<file path="config.mk">
export PLATFORM = sky130hd
export DESIGN_NAME = litera_stream_decrypt
export DESIGN_NICKNAME = d
export VERILOG_FILES = /design/src/rtl/litera_pkg.sv /design/src/rtl/litera_keystream.sv /design/src/rtl/litera_stream_decrypt.sv
export SDC_FILE = /design/constraint.sdc
export NUM_CORES = 1
export LEC_CHECK = 0
export ABC_AREA = 1
export CORE_MARGIN = 8
export CORE_UTILIZATION = 50
export CTS_BUF_LIST = sky130_fd_sc_hd__clkbuf_4 sky130_fd_sc_hd__clkbuf_8
export CTS_CLUSTER_DIAMETER = 150
export CTS_CLUSTER_SIZE = 28
export DETAILED_ROUTE_END_ITERATION = 7
export GPL_ROUTABILITY_DRIVEN = 0
export GPL_TIMING_DRIVEN = 0
export HOLD_SLACK_MARGIN = 0.1
export PLACE_DENSITY = 0.76
export SYNTH_ARGS = -nofsm -noshare
export SYNTH_HDL_FRONTEND = slang
export SYNTH_SLANG_ARGS = --single-unit
</file>
<file path="constraint.sdc">
create_clock -name clk -period 2.5 [get_ports clk]
set_clock_uncertainty 0.05 [all_clocks]
set_input_delay 0.625 -clock clk [delete_from_list [all_inputs] [get_ports clk]]
set_output_delay 0.625 -clock clk [all_outputs]
set_load 0.01 [all_outputs]
</file>
<file path="src/rtl/litera_pkg.sv">
// Shared types and constants for the Litera cipher datapath.
//   byte_t           : 8-bit data byte
//   LITERA_TAPS      : Galois feedback mask of the keystream LFSR
//   LITERA_ZERO_SEED : substitute seed when the key is zero (an all-zero
//                      LFSR state never leaves zero)
//   state_t          : decryptor sequencing states
//   litera_step()    : one LFSR advance
package litera_pkg;

  typedef logic [7:0] byte_t;

  localparam byte_t LITERA_TAPS      = 8'hB8;
  localparam byte_t LITERA_ZERO_SEED = 8'h01;

  typedef enum logic [1:0] {
    IDLE,
    RUN,
    DRAIN,
    DONE
  } state_t;

  function automatic byte_t litera_step(input byte_t s);
    byte_t shifted;
    shifted = s >> 1;
    return s[0] ? (shifted ^ LITERA_TAPS) : shifted;
  endfunction

endpackage

</file>
<file path="src/rtl/litera_keystream.sv">
// Litera keystream generator: 8-bit Galois LFSR.
// The same block sits in the streaming encryptor so both ends advance in
// lockstep.
//   clk, rst_n : clock, asynchronous active-low reset (state -> 0x01)
//   load       : load seed (zero seed is replaced by LITERA_ZERO_SEED)
//   seed       : seed value, used when load is high
//   step       : advance one position (ignored while load is high)
//   k          : current keystream byte (state before the next step)
module litera_keystream
  import litera_pkg::*;
(
  input  logic       clk,
  input  logic       rst_n,
  input  logic       load,
  input  logic [7:0] seed,
  input  logic       step,
  output logic [7:0] k
);

  byte_t lfsr_q, lfsr_d;

  always_comb begin
    lfsr_d = lfsr_q;
    if (load) begin
      lfsr_d = (seed == 8'h00) ? LITERA_ZERO_SEED : seed;
    end else if (step) begin
      lfsr_d = litera_step(lfsr_q);
    end
  end

  always_ff @(posedge clk or negedge rst_n) begin
    if (!rst_n) begin
      lfsr_q <= LITERA_ZERO_SEED;
    end else begin
      lfsr_q <= lfsr_d;
    end
  end

  assign k = lfsr_q;

endmodule

</file>
<file path="src/rtl/litera_stream_decrypt.sv">
// Byte-serial Litera frame decryptor: ciphertext in over valid/ready,
// plaintext out over valid/ready, one frame of MSG_LEN bytes per start.
// p_i = c_i - k_i (mod 256), keystream advanced once per accepted byte.
//   clk, rst_n          : clock, asynchronous active-low reset
//   start, key          : begin a frame and latch its key (IDLE only)
//   in_valid/ready/data : ciphertext stream
//   out_valid/ready/data: plaintext stream, out_last marks the final byte
//   busy                : frame in progress
//   done                : one-cycle pulse once the last byte is consumed
module litera_stream_decrypt
  import litera_pkg::*;
#(
  parameter int MSG_LEN = 1
) (
  input  logic       clk,
  input  logic       rst_n,
  input  logic       start,
  input  logic [7:0] key,
  input  logic       in_valid,
  output logic       in_ready,
  input  logic [7:0] in_data,
  output logic       out_valid,
  input  logic       out_ready,
  output logic [7:0] out_data,
  output logic       out_last,
  output logic       busy,
  output logic       done
);

  localparam int CNT_W = $clog2(MSG_LEN + 1);
  localparam logic [CNT_W-1:0] LAST_IDX = CNT_W'(MSG_LEN - 1);

  state_t           state_q, state_d;
  logic [CNT_W-1:0] cnt_q, cnt_d;
  logic             out_valid_q, out_valid_d;
  byte_t            out_data_q, out_data_d;
  logic             out_last_q, out_last_d;
  logic             busy_q, busy_d;
  logic             done_q, done_d;

  logic  accept;
  logic  out_hs;
  logic  ks_load;
  byte_t ks_k;

  // Single output register: a new byte may enter whenever the current one
  // is empty or leaving this cycle, giving full throughput with no bubble.
  assign in_ready = (state_q == RUN) && (!out_valid_q || out_ready);
  assign accept   = in_valid && in_ready;
  assign out_hs   = out_valid_q && out_ready;
  assign ks_load  = (state_q == IDLE) && start;

  litera_keystream u_keystream (
    .clk   (clk),
    .rst_n (rst_n),
    .load  (ks_load),
    .seed  (key),
    .step  (accept),
    .k     (ks_k)
  );

  always_comb begin
    state_d     = state_q;
    cnt_d       = cnt_q;
    out_valid_d = out_valid_q;
    out_data_d  = out_data_q;
    out_last_d  = out_last_q;

    case (state_q)
      IDLE: begin
        if (start) begin
          state_d = RUN;
          cnt_d   = '0;
        end
      end
      RUN: begin
        if (accept) begin
          out_valid_d = 1'b1;
          out_data_d  = in_data - ks_k;
          out_last_d  = (cnt_q == LAST_IDX);
          cnt_d       = cnt_q + CNT_W'(1);
          if (cnt_q == LAST_IDX) begin
            state_d = DRAIN;
          end
        end else if (out_hs) begin
          out_valid_d = 1'b0;
          out_last_d  = 1'b0;
        end
      end
      DRAIN: begin
        if (out_hs) begin
          out_valid_d = 1'b0;
          out_last_d  = 1'b0;
          state_d     = DONE;
        end
      end
      DONE: begin
        state_d = IDLE;
      end
      default: begin
        state_d = IDLE;
      end
    endcase

    busy_d = (state_d == RUN) || (state_d == DRAIN);
    done_d = (state_d == DONE);
  end

  always_ff @(posedge clk or negedge rst_n) begin
    if (!rst_n) begin
      state_q     <= IDLE;
      cnt_q       <= '0;
      out_valid_q <= 1'b0;
      out_data_q  <= 8'h00;
      out_last_q  <= 1'b0;
      busy_q      <= 1'b0;
      done_q      <= 1'b0;
    end else begin
      state_q     <= state_d;
      cnt_q       <= cnt_d;
      out_valid_q <= out_valid_d;
      out_data_q  <= out_data_d;
      out_last_q  <= out_last_d;
      busy_q      <= busy_d;
      done_q      <= done_d;
    end
  end

  assign out_valid = out_valid_q;
  assign out_data  = out_data_q;
  assign out_last  = out_last_q;
  assign busy      = busy_q;
  assign done      = done_q;

endmodule

</file>
# Word-level counts from Yosys, hierarchy flattened
# Cells that the tools add are included.
# op_classes
n_addsub,2
eq_ne,8
mux,18
bitwise_logic,2
n_reduce_logical,14
# ops
operator,n
2-to-1 mux 8 bit,4
"== test 2 bit, second input constant",4
zero test 8 bit,1
2-to-1 mux 2 bit,4
one-hot mux 2 bit (4 select lines),1
subtractor 8 bit,1
2-to-1 mux 1 bit,6
one-hot mux 1 bit (2 select lines),3
nonzero test 2 bit,3
"== test 2 x 1 -> 1 bit, second input constant",2
logical AND 1 bit,4
"inequality test 2 bit, second input constant",2
inverter 3 -> 4 bit,1
AND reduction 3 bit,1
zero test 2 bit,1
logical OR 1 bit,2
AND reduction 2 bit,1
"adder 1 bit, second input constant",1
zero test 1 bit,1
inverter 1 bit,1
# totals
reg_bits,23
in_bits,21
output_inout_bits,13
word_cells,52

# Depth between registers and ports, before layout
# Gate-level depths: netlist of run 1.
# logic_depth
ltp_word,8
ltp_mapped,11
depth_no_buf,11

# Cells and area by module
# Synthesis of run 1 repeated with hierarchy kept, for this count alone.
# unflattened
cells_unflattened,191
hier_area_um2,1500.2
# modules_own_cells
mod,n_inst,cells_each,area_per_inst_um2,seq_area_each_um2
litera_stream_decrypt,1,141,1072.3,375.4
litera_keystream,1,50,427.9,201.4

# Worst setup path before layout of run 1
# No wires, ideal clock.
# synth_timing
path_type,in2reg
from,in in_data[0]
to,reg out_data_q[6] (netlist: out_data[6])
setup_time_ns,0.117
arrival_ns,1.625
t_required_ns,2.333
path_slack_ns,0.709
cell_stages,10
path_buffers,0
path_cell_list,inv_1 -> ha_1 -> inv_1 -> fa_1 -> nand2_1 -> nand2_1 -> nand3b_1 -> nand3b_1 -> nand3_2 -> nand2_1
# synth_via
elab_chain_cells,1
# synth_rtl
item,line_no,rtl
start: declaration,litera_stream_decrypt.sv:21,"input logic [7:0] in_data,"
subtractor 8 bit,litera_stream_decrypt.sv:79,out_data_d = in_data - ks_k;
end signal: assignment,litera_stream_decrypt.sv:122,out_data_q <= out_data_d;
end: declaration,litera_stream_decrypt.sv:36,"byte_t out_data_q, out_data_d;"
# Every way passes these cells.
# A chain may end at the register's enable or synchronous reset.

# Worst setup path after layout of run 1
# layout_timing
from,in out_ready
to,out in_ready
# layout_via
elab_chain_cells,2
# layout_rtl
item,line_no,rtl
start: declaration,litera_stream_decrypt.sv:23,"input logic out_ready,"
logical OR 1 bit,litera_stream_decrypt.sv:48,assign in_ready = (state_q == RUN) && (!out_valid_q || out_ready);
logical AND 1 bit,litera_stream_decrypt.sv:48,
end: declaration,litera_stream_decrypt.sv:20,"output logic in_ready,"
# Every way passes these cells.

==> results.tsv, run 1 <==
stage	metric	value	unit
worst_setup_path	R2R setup slack	0.69	ns
power_and_ir_drop	pwr/cell area	1166	nW/µm²
worst_setup_path	startpoint types	input pin	
cells_and_area	Final Cell Area	1979	µm²
cells_and_area	nets@finish	261	
global_route	largest net degree at the start of global routing	24	
worst_setup_path	critical setup path kind	input pin to output port	
worst_setup_path	critical path peak fanout	3	
sta	RSZ-0062 raised after global routing	false	
route	DR iter-0 viols	47	
placement	HPWL after detailed placement	2.695	mm
route	detailed-route DRC error count	0	
clocking	Worst-Skew Late Latency	0.32	ns
sta	max-slew violations	0	
synth	Ys Warns	0	
sta	worst hold slack	0.4384	ns
cells_and_area	Inserted Diodes	0	
global_route	global route overflow	0	
clocking	TritonCTS clock tree	built	
sta	post-route setup slack	0.2550	ns
cells_and_area	most frequent cells in the layout	56 x nand2_1, 32 x clkdlybuf4s50_1, 30 x inv_1, 22 x dfrtp_1, 12 x o21ai_0	
global_route	vias in the first global route	1302	
sta	slew margin rel.	0.3188	
synth	XOR/XNOR Fraction of Synth Area	0.01679	
clocking	Root Driver	clkbuf_4	
sta	min Tclk post-route	2.245	ns
synth	Seq/Total Area, Yosys	0.3685	
placement	# port buffers	33	
synth	Synth Area in Compound Gates	0.1407	
sta	total negative slack	0	ns
die	Die Ht	71.95	µm
global_route	global-route wire length before repair	5.575	mm
cells_and_area	commonest non-fill, non-tap cell in the layout	nand2_1	
sta	final-report hold violation count	0	
clocking	postcts setup bufs	0	
die	die width	71.95	µm
clocking	Post-CTS Hold Fix Bufs	0	
die	Ports	34	
placement	placed instance area	1951	µm²
global_route	total track usage	0.1335	
worst_setup_path	WP data arrival	1.57	ns
worst_setup_path	FF-to-FF path depth	9	
cells_and_area	share of post-route cells with drive strength above 1	0.1322	
synth	Post-synth EDFFs	0	
synth	Synth Flop Type	dfrtp_1	
cells_and_area	area grow syn2layout	26.46	%
clocking	CTS Sinks	23	
sta	Slew @ Worst Pin	1.019	ns
die	CORE AREA	3028	µm²
synth	syn nets	223	
sta	fmax	445.4	MHz
power_and_ir_drop	total power	2.308	mW
worst_setup_path	reg2reg start	u_keystream.k[0]	
route	Routed Antenna Nets	0	
die	Initial Util	0.5169	
route	routed len/inst	12.13	µm
synth	Synth Instances	190	
synth	main combinational cell family by area after synthesis	simple AND/OR/NAND/NOR gates	
clocking	clock transition at the registers of the reported paths	0.11	ns
worst_hold_path	Hold Path Class	flip-flop to flip-flop	
run	maximum capacitance violations	0	
cells_and_area	fill count	273	
die	Die Area	5177	µm²
synth	post-synthesis simple-gate area fraction	0.2686	
outcome	status	completed	
synth	synth unique cells	33	
synth	Syn Area/Cell	8.238	µm²
power_and_ir_drop	Leak Pwr	0.9700	nW
synth	Synth Area in Adders	0.1007	
power_and_ir_drop	worst vdd ir	0.0005074	V
worst_hold_path	worst hold path depth	2	
synth	Post-Syn Area	1565	µm²
synth	ys async rst share	1.000	
worst_setup_path	CP Capture Point	in_ready	
route	vias	1340	
worst_setup_path	Worst R2R End	out_data[4]	
clocking	H-tree lvl count	1	
die	row count	20	
clocking	total CTS buffers	3	
synth	synthesis-stage register bit count	23	
route	post-DR vias/cell	4.945	
clocking	Max Buffers Root-to-Sink	2	
route	final WL	3.287	mm
route	first-pass iteration count of the detailed router	4	
sta	Tcrit/Tclk final	0.8980	
worst_setup_path	Critical Path RT	1.82	ns
synth	mux cell area share after synthesis	0	
worst_setup_path	CP startpoint	out_ready	
global_route	initial antenna violation count	0	
worst_setup_path	Crit. End Element	output port	
sta	Setup-failing EPs final	0	
placement	dpl ws	-0.02664	ns
==> sequential cells by signal, indices dropped and copies added, names as in the netlist <==
| name | cells |
|---|---|
| busy | 1 |
| cnt_q | 1 |
| done | 1 |
| out_data | 8 |
| out_last | 1 |
| out_valid | 1 |
| state_q | 2 |
| u_keystream.k | 8 |
==> power by group <==
part / switching (mW) / internal [mW] / leakage (nW)
Combinational: 0.811 / 0.654 / 0.667
Sequential: 0.112 / 0.559 / 0.286
Clock: 0.112 / 0.0599 / 0.0177
Total: 1.03 / 1.27 / 0.970
==> cells by family after synthesis <==
family / after synthesis
adder cells (fa/ha/maj): 12
flip-flops: 23
buffers and inverters: 35
AO/OA/AOI/OAI: 30
XOR/XNOR: 3
AND/OR/NAND/NOR: 87
==> timing repair <==
| action | 4_1_cts | 5_1_grt |
|---|---|---|
| endpoints found under the setup margin | 1 | 0 |
| endpoints found under the hold margin | 0 | 0 |
| gates resized for setup | 2 | 0 |
==> layer usage <==
layer  vias to the layer above  routed length [µm]  GRT usage
met4                         0                  57    0.06349
met5                         -                   0          0
met1                       605                1442     0.1591
met2                        43                1612     0.2186
met3                         6                 176    0.03444
li1                        686                   -          -
==> worst max-delay path, stage by stage <==
cell	delay, ns
clkdlybuf4s50_1	0.48
inv_1	0.07
a21oi_1	0.12
dlygate4sd2_1	0.28
==> how the worst min path moves through the flow <==
stage,slack (ns),to,startpoint
after floorplan,0.28,busy,rst_n
after global placement,0.41,out_data[6],out_data[6]
after detailed placement,0.41,out_data[1],out_data[1]
after CTS,0.45,out_data[1],out_data[1]
after global routing,0.48,out_data[7],out_data[7]
final,0.44,out_data[1],out_data[1]
==> synth_stat cells, drive strengths merged (2+ instances only) <==
cell type / count / area, µm²
nand2: 58 / 227.7
nor2: 7 / 26.28
buf: 3 / 38.79
a21oi: 7 / 38.79
nand3b: 3 / 22.52
o221ai: 4 / 60.06
o211ai: 3 / 32.53
xor2: 2 / 17.52
or2: 2 / 12.52
inv: 31 / 116.4
nand4: 2 / 12.51
dfrtp: 22 / 550.5
nand3: 14 / 112.6
o21ai: 15 / 82.58
ha: 11 / 137.6
==> per-stage QoR <==
step / utilization / cells
after floorplan: - / 190
after CTS: 0.6537 / 271
after global routing: 0.6537 / 271
final: 0.6537 / 271
after global placement: 0.6442 / 267
after detailed placement: 0.6442 / 267
==> final cells by class <==
type / instances / area [µm²] / area share
Multi-Input combinational cell: 132 / 827.0 / 0.4178
Buffer: 3 / 38.79 / 0.01960
Sequential cell: 23 / 576.8 / 0.2914
Clock inverter: 1 / 5.005 / 0.002528
Inverter: 32 / 125.1 / 0.06321
Clock buffer: 3 / 22.52 / 0.01138
Timing Repair Buffer: 33 / 329.1 / 0.1662
Tap cell: 44 / 55.05 / 0.02781
Power figures use the tool's default switching activity.
==> run 2, diff against run 1 <==
--- a/config.mk
+++ b/config.mk
@@ -5,7 +5,6 @@
 export SDC_FILE = /design/constraint.sdc
 export NUM_CORES = 1
 export LEC_CHECK = 0
-export ABC_AREA = 1
 export CORE_MARGIN = 8
 export CORE_UTILIZATION = 50
 export CTS_BUF_LIST = sky130_fd_sc_hd__clkbuf_4 sky130_fd_sc_hd__clkbuf_8
@@ -15,7 +14,7 @@
 export GPL_ROUTABILITY_DRIVEN = 0
 export GPL_TIMING_DRIVEN = 0
 export HOLD_SLACK_MARGIN = 0.1
-export PLACE_DENSITY = 0.76
+export PLACE_DENSITY = 0.77
 export SYNTH_ARGS = -nofsm -noshare
 export SYNTH_HDL_FRONTEND = slang
 export SYNTH_SLANG_ARGS = --single-unit
==> run 2 against run 1 <==
Power shrank 8.1%; via count grew 0.30%; global-route usage grew 0.65 points; critical path type unchanged; critical path depth grew 1; count of clock-buffer cells in the layout rose by 1; die area fell by 3.0%; combinational power is 13% lower; synthesized cell count down 12%; setup slack got worse by 0.19 ns; highest routed layer unchanged.
==> results.tsv, run 2 <==
stage	metric	value	unit	change
global_route	total track usage	0.1400		+0.006481
worst_setup_path	Crit. End Element	output port		
cells_and_area	non-filler cells, final	237		-13%
placement	HPWL after detailed placement	2.804	mm	+4.0%
synth	most frequent cells after synthesis	22 x dfrtp_1, 19 x nand2_1, 19 x o21ai_0		
sta	RSZ-0062 raised after global routing	false		
global_route	vias in the first global route	1303		+0.077%
synth	post-synthesis simple-gate area fraction	0.1880		-0.08057
synth	synth unique cells	42		+27%
sta	slew margin rel.	0.3377		+0.01885
route	vias	1344		+0.30%
outcome	status	completed		
worst_setup_path	CP Capture Point	in_ready		
die	Die Ht	70.85	µm	-1.5%
sta	total negative slack	0	ns	unchanged
cells_and_area	share of post-route cells with drive strength above 1	0.04412		-0.08804
placement	DP Cell Count	234		-12%
worst_hold_path	Hold Path Class	flip-flop to flip-flop		
synth	Post-Syn Area	1504	µm²	-3.9%
route	first-pass iteration count of the detailed router	4		unchanged
cells_and_area	Inserted Diodes	0		unchanged
worst_setup_path	CP most frequent cell	nor2b_1		
sta	Slew @ Worst Pin	0.9904	ns	-0.02818 ns
route	final WL	3.441	mm	+4.7%
route	DR iter-0 viols	36		-23%
clocking	TritonCTS clock tree	built		
route	Routed Antenna Nets	0		unchanged
worst_setup_path	R2R setup slack	0.39	ns	-0.30 ns
power_and_ir_drop	pwr/cell area	1108	nW/µm²	-4.9%
clocking	Worst-Skew Late Latency	0.31	ns	about the same
sta	Tcrit/Tclk final	0.9757		+0.07766
synth	Ys Warns	0		unchanged
synth	post-synth top area cell	dfrtp_1		
placement	# port buffers	33		unchanged
synth	Synth Flop Type	dfrtp_1		
synth	top cells by area, synth	dfrtp_1 37%, ha_1 9.2%, o21ai_0 6.3%		
clocking	CTS Sinks	23		unchanged
route	post-DR vias/cell	5.671		+15%
global_route	global route overflow	0		unchanged
worst_setup_path	Critical Path RT	1.82	ns	about the same
worst_setup_path	critical setup path kind	input pin to output port		
worst_setup_path	CP max-delay cell	clkdlybuf4s50_1		
worst_setup_path	FF-to-FF path depth	7		-2
route	met2 routed wirelength	1.714	mm	+6.3%
power_and_ir_drop	Leak Pwr	0.8027	nW	-17%
sta	final-report hold violation count	0		unchanged
die	Die Area	5019	µm²	-3.0%
synth	Synth Area in Compound Gates	0.2121		+0.07146
clocking	postcts setup bufs	0		unchanged
synth	Synth Instances	168		-12%
clocking	H-tree lvl count	1		unchanged
clocking	Post-CTS Hold Fix Bufs	0		unchanged
route	metal3 WL	123	µm	-30%
worst_setup_path	CP startpoint	out_ready		
cells_and_area	fill count	257		-5.9%
run	maximum capacitance violations	0		unchanged
synth	Synth Area in Adders	0.1048		+0.004106
power_and_ir_drop	worst vdd ir	0.0004514	V	-11%
synth	Seq/Total Area, Yosys	0.3835		+0.01502
placement	placed instance area	1876	µm²	-3.8%
synth	syn nets	201		-9.9%
sta	min Tclk post-route	2.439	ns	+0.1942 ns
synth	Syn Area/Cell	8.952	µm²	+8.7%
route	met1 WL	1.567	mm	+8.7%
die	Ports	34		unchanged
cells_and_area	nets@finish	238		-8.8%
synth	ys async rst share	1.000		unchanged
route	top layer in use	met4		
worst_setup_path	critical path peak fanout	19		+16
route	routed len/inst	14.52	µm	+20%
die	CORE AREA	2953	µm²	-2.5%
sta	fmax	410.0	MHz	-8.0%
die	Initial Util	0.5093		-0.007620
sta	max-slew violations	0		unchanged
clocking	total CTS buffers	3		unchanged
die	row count	20		unchanged
worst_setup_path	Crit path largest cell delay	0.44	ns	-0.04 ns
synth	XOR/XNOR Fraction of Synth Area	0.02912		+0.01233
worst_setup_path	Worst R2R End	out_data[6]		
clocking	Root Driver	clkbuf_4		
worst_setup_path	reg2reg start	u_keystream.k[0]		
synth	Post-synth EDFFs	0		unchanged
clocking	clock transition at the registers of the reported paths	0.12	ns	about the same
worst_setup_path	startpoint types	input pin		
cells_and_area	area grow syn2layout	27.20	%	
synth	mux cell area share after synthesis	0.01997		+0.01997
sta	Setup-failing EPs final	0		unchanged
synth	top-count cell post-synth	dfrtp_1		
worst_setup_path	CP Cell Sequence	clkdlybuf4s50_1 > nor2b_1 > buf_6 > nor2b_1 > dlygate4sd2_1		
cells_and_area	commonest non-fill, non-tap cell in the layout	clkdlybuf4s50_1		
worst_setup_path	WP data arrival	1.76	ns	+0.19 ns
synth	main combinational cell family by area after synthesis	compound AO/OA/AOI/OAI gates		
global_route	global-route wire length before repair	5.802	mm	+4.1%
cells_and_area	most frequent cells in the layout	32 x clkdlybuf4s50_1, 22 x dfrtp_1, 19 x o21ai_0, 19 x nand2_1, 13 x inv_1		
synth	post-synth top area share	0.3661		+0.01434
cells_and_area	Final Cell Area	1913	µm²	-3.4%
global_route	initial antenna violation count	0		unchanged
synth	synthesis-stage register bit count	23		unchanged
global_route	largest net degree at the start of global routing	24		unchanged
clocking	Max Buffers Root-to-Sink	2		unchanged
route	detailed-route DRC error count	0		unchanged
die	die width	70.85	µm	-1.5%
## run 2: cell type report
type | count | area (µm²) | area share
Tap cell | 33 | 41.29 | 0.02158
Clock buffer | 4 | 30.03 | 0.01570
Multi-Input combinational cell | 124 | 845.8 | 0.4421
Sequential cell | 23 | 576.8 | 0.3015
Timing Repair Buffer | 33 | 329.1 | 0.1720
Buffer | 7 | 41.29 | 0.02158
Inverter | 13 | 48.80 | 0.02551
## run 2: worst min-delay path by stage
stage	to	depth (start not counted)	startpoint
3_3_place_gp	out_data[1]	2	out_data[1]
5_1_grt	out_data[3]	2	out_data[3]
2_1_floorplan	busy	0	rst_n
3_5_place_dp	out_data[3]	2	out_data[3]
4_1_cts	out_data[3]	2	out_data[3]
6_report	out_data[1]	2	out_data[1]
## run 2: timing repair
| action | CTS | global route |
|---|---|---|
| pin swaps | 0 | 0 |
| resized for setup | 1 | 1 |
| setup endpoints to repair | 1 | 1 |
| hold endpoints to repair | 0 | 0 |
## run 2: kinds of logic after synthesis
| logic type | Yosys count |
|---|---|
| AOI/OAI and AO/OA | 50 |
| xor gates and xnor gates | 5 |
| adders and majority gates | 12 |
| buffers and inverters | 21 |
| DFF | 23 |
| muxes | 3 |
| and+or+nand+nor | 54 |
## run 2: stage by stage
stage | setup slack [ns] | total power, mW | util | hold slack [ns]
2_1_floorplan | 0.3329 | 1.494 | - | 0.2794
3_3_place_gp | -0.4838 | 1.891 | 0.6352 | 0.4106
3_5_place_dp | -0.5236 | 1.941 | 0.6352 | 0.4220
4_1_cts | 0.05676 | 2.111 | 0.6436 | 0.4515
5_1_grt | 0.01726 | 2.312 | 0.6479 | 0.4800
6_report | 0.06084 | 2.120 | 0.6479 | 0.4448
## run 2: layer usage
layer,track usage,vias up
li1,-,677
met1,0.1682,637
met2,0.2451,26
met3,0.02542,4
met4,0.04388,0
met5,0,-
## run 2: power by group
group	switching [mW]	internal (mW)
sequential	0.105	0.553
combinational	0.681	0.601
clock	0.109	0.0731
total	0.894	1.23
## run 2: critical path: cells and delay by family
| family | cells | cell delay (ns) |
|---|---|---|
| buffers and inverters | 3 | 0.92 |
| AND/OR/NAND/NOR | 2 | 0.22 |
==> run 3, diff against run 2 <==
--- a/config.mk
+++ b/config.mk
@@ -5,7 +5,7 @@
 export SDC_FILE = /design/constraint.sdc
 export NUM_CORES = 1
 export LEC_CHECK = 0
-export CORE_MARGIN = 8
+export CORE_MARGIN = 5
 export CORE_UTILIZATION = 50
 export CTS_BUF_LIST = sky130_fd_sc_hd__clkbuf_4 sky130_fd_sc_hd__clkbuf_8
 export CTS_CLUSTER_DIAMETER = 150
@@ -14,7 +14,7 @@
 export GPL_ROUTABILITY_DRIVEN = 0
 export GPL_TIMING_DRIVEN = 0
 export HOLD_SLACK_MARGIN = 0.1
-export PLACE_DENSITY = 0.77
+export PLACE_DENSITY = 0.82
 export SYNTH_ARGS = -nofsm -noshare
 export SYNTH_HDL_FRONTEND = slang
 export SYNTH_SLANG_ARGS = --single-unit
==> run 3 against run 2 <==
Via count fell by 1.3%; global-route usage rose by 2.7 points; clock power barely moved; critical endpoint is now out_data[7]; largest power group unchanged.
==> results.tsv, run 3 (synthesis gave the netlist of run 2 again) <==
stage	metric	value	unit	change
die	CORE AREA	2978	µm²	+0.85%
worst_setup_path	Bufs and invs on worst path	1		-2
worst_setup_path	WP data arrival	2.58	ns	+0.82 ns
route	post-DR vias/cell	5.599		-1.3%
sta	worst hold slack	0.4389	ns	-0.005969 ns
route	vias	1327		-1.3%
power_and_ir_drop	part of the power in combinational logic	0.598		-0.006
route	Routed Antenna Nets	0		unchanged
worst_setup_path	startpoint types	input pin		
route	DR iter-0 viols	62		+72%
clocking	Worst-Skew Late Latency	0.31	ns	about the same
clocking	postcts setup bufs	0		unchanged
worst_hold_path	worst hold endpoint	out_data[1]		
worst_setup_path	critical setup path kind	input pin to flip-flop		
worst_hold_path	hold wc startpoint	out_data[1]		
die	die width	64.85	µm	-8.5%
power_and_ir_drop	Leak Pwr	0.8003	nW	-0.30%
die	row count	20		unchanged
placement	# port buffers	33		unchanged
worst_setup_path	Critical Path RT	2.70	ns	+0.88 ns
placement	dpl ws	-0.5199	ns	+0.003708 ns
route	routed len/inst	14.04	µm	-3.3%
worst_hold_path	Hold Path Class	flip-flop to flip-flop		
sta	Tcrit/Tclk final	0.9532		-0.02245
cells_and_area	area grow syn2layout	26.12	%	
cells_and_area	commonest non-fill, non-tap cell in the layout	clkdlybuf4s50_1		
worst_setup_path	CP Cell Sequence	clkdlybuf4s50_1 > ha_1 > a211o_1 > a2111oi_2 > or3b_1 > nand3_1		
power_and_ir_drop	sequential share of power	0.315		+0.005
global_route	global route overflow	0		unchanged
cells_and_area	most frequent cells in the layout	32 x clkdlybuf4s50_1, 22 x dfrtp_1, 19 x o21ai_0, 19 x nand2_1, 13 x inv_1		
clocking	CTS Sinks	23		unchanged
die	Ports	34		unchanged
sta	max-slew violations	0		unchanged
route	final WL	3.328	mm	-3.3%
worst_hold_path	worst hold path depth	2		unchanged
clocking	total CTS buffers	3		unchanged
worst_setup_path	Crit path max-delay family	compound AO/OA/AOI/OAI gates		
sta	slew margin rel.	0.3444		+0.006689
cells_and_area	nets@finish	238		unchanged
worst_setup_path	FF-to-FF path depth	6		-1
power_and_ir_drop	Clock power frac	0.087		about the same
sta	final-report hold violation count	0		unchanged
clocking	H-tree lvl count	1		unchanged
sta	Setup-failing EPs final	0		unchanged
placement	HPWL after detailed placement	2.738	mm	-2.3%
sta	Slew @ Worst Pin	0.9804	ns	-0.01000 ns
sta	total negative slack	0	ns	unchanged
die	Die Ht	64.85	µm	-8.5%
worst_setup_path	critical path peak fanout	6		-13
clocking	clock transition at the registers of the reported paths	0.12	ns	about the same
power_and_ir_drop	Sw Share	0.4190		-0.002671
worst_setup_path	reg2reg start	u_keystream.k[4]		
global_route	largest net degree at the start of global routing	24		unchanged
cells_and_area	share of post-route cells with drive strength above 1	0.04902		+0.004902
outcome	status	completed		
sta	min Tclk post-route	2.383	ns	-0.05612 ns
cells_and_area	Inserted Diodes	0		unchanged
worst_setup_path	Crit path largest cell delay	0.41	ns	-0.03 ns
power_and_ir_drop	sw power	878.4	µW	-1.7%
clocking	Max Buffers Root-to-Sink	2		unchanged
global_route	global-route wire length before repair	5.651	mm	-2.6%
run	maximum capacitance violations	0		unchanged
worst_setup_path	CP max-delay cell	clkdlybuf4s50_1		
global_route	vias in the first global route	1339		+2.8%
worst_setup_path	Crit. End Element	flip-flop		
clocking	Root Driver	clkbuf_4		
sta	RSZ-0062 raised after global routing	false		
global_route	total track usage	0.1667		+0.02674
sta	post-route setup slack	0.1170	ns	+0.05612 ns
worst_setup_path	Worst R2R End	out_data[7]		
route	first-pass iteration count of the detailed router	4		unchanged
clocking	TritonCTS clock tree	built		
worst_setup_path	R2R setup slack	0.42	ns	+0.03 ns
power_and_ir_drop	P_int	1.218	mW	-0.66%
sta	fmax	419.6	MHz	+2.4%
die	Initial Util	0.5050		-0.004280
global_route	initial antenna violation count	0		unchanged
power_and_ir_drop	pwr/cell area	1105	nW/µm²	-0.27%
die	Die Area	4205	µm²	-16%
power_and_ir_drop	total power	2.097	mW	-1.1%
route	detailed-route DRC error count	0		unchanged
power_and_ir_drop	worst vdd ir	0.0004416	V	-2.2%
## run 3: routing by layer
| metal | wire length (µm) | vias up | track usage |
|---|---|---|---|
| met2 | 1636 | 25 | 0.2874 |
| met4 | 41 | 0 | 0.05805 |
| li1 | - | 676 | - |
| met1 | 1539 | 622 | 0.2124 |
| met5 | 0 | - | 0 |
| met3 | 111 | 4 | 0.02253 |
## run 3: repair_timing
item,CTS,global route
setup endpoints to repair,1,1
gates resized for setup,1,2
hold endpoints to repair,0,0
hold buffers,0,0
## run 3: layout make-up
| type | instances | area (µm²) |
|---|---|---|
| Fill cell | 270 | 1081 |
| Multi-Input combinational cell | 124 | 833.3 |
| Sequential cell | 23 | 576.8 |
| Timing Repair Buffer | 33 | 325.3 |
| Inverter | 13 | 48.80 |
| Buffer | 7 | 41.29 |
| Tap cell | 33 | 41.29 |
| Clock buffer | 4 | 30.03 |
## run 3: worst max-delay path by stage
stage / startpoint / end / slack (ns) / depth (start not counted)
floorplan: in_data[4] / out_data[7] / 0.33 / 5
CTS: out_ready / in_ready / 0.06 / 5
detailed placement: out_ready / in_ready / -0.52 / 6
finish: in_data[4] / out_data[7] / 0.12 / 6
global route: in_data[4] / out_data[7] / 0.05 / 6
global placement: out_ready / in_ready / -0.48 / 6
## run 3: per-stage QoR
stage	cells	instance area (µm²)	util
floorplan	168	1504	-
global placement	234	1876	0.6298
detailed placement	234	1876	0.6298
CTS	237	1901	0.6382
global route	237	1897	0.6370
finish	237	1897	0.6370
## run 3: power by group through the flow
stage | sequential [mW] | clock, mW | combinational (mW)
after floorplan | 0.696 | 0 | 0.799
after global placement | 0.659 | 0 | 1.22
after detailed placement | 0.673 | 0 | 1.26
after CTS | 0.663 | 0.184 | 1.26
after global routing | 0.685 | 0.198 | 1.41
final | 0.661 | 0.182 | 1.25
## run 3: worst reg2reg max path: cells and delay by family, from the launching register on
| family | cells | cell delay, ns |
|---|---|---|
| AOI/OAI and AO/OA | 2 | 0.69 |
| and+or+nand+nor | 2 | 0.47 |
| DFF | 1 | 0.40 |
| adders and majority gates | 1 | 0.35 |
| buffers and inverters | 1 | 0.05 |
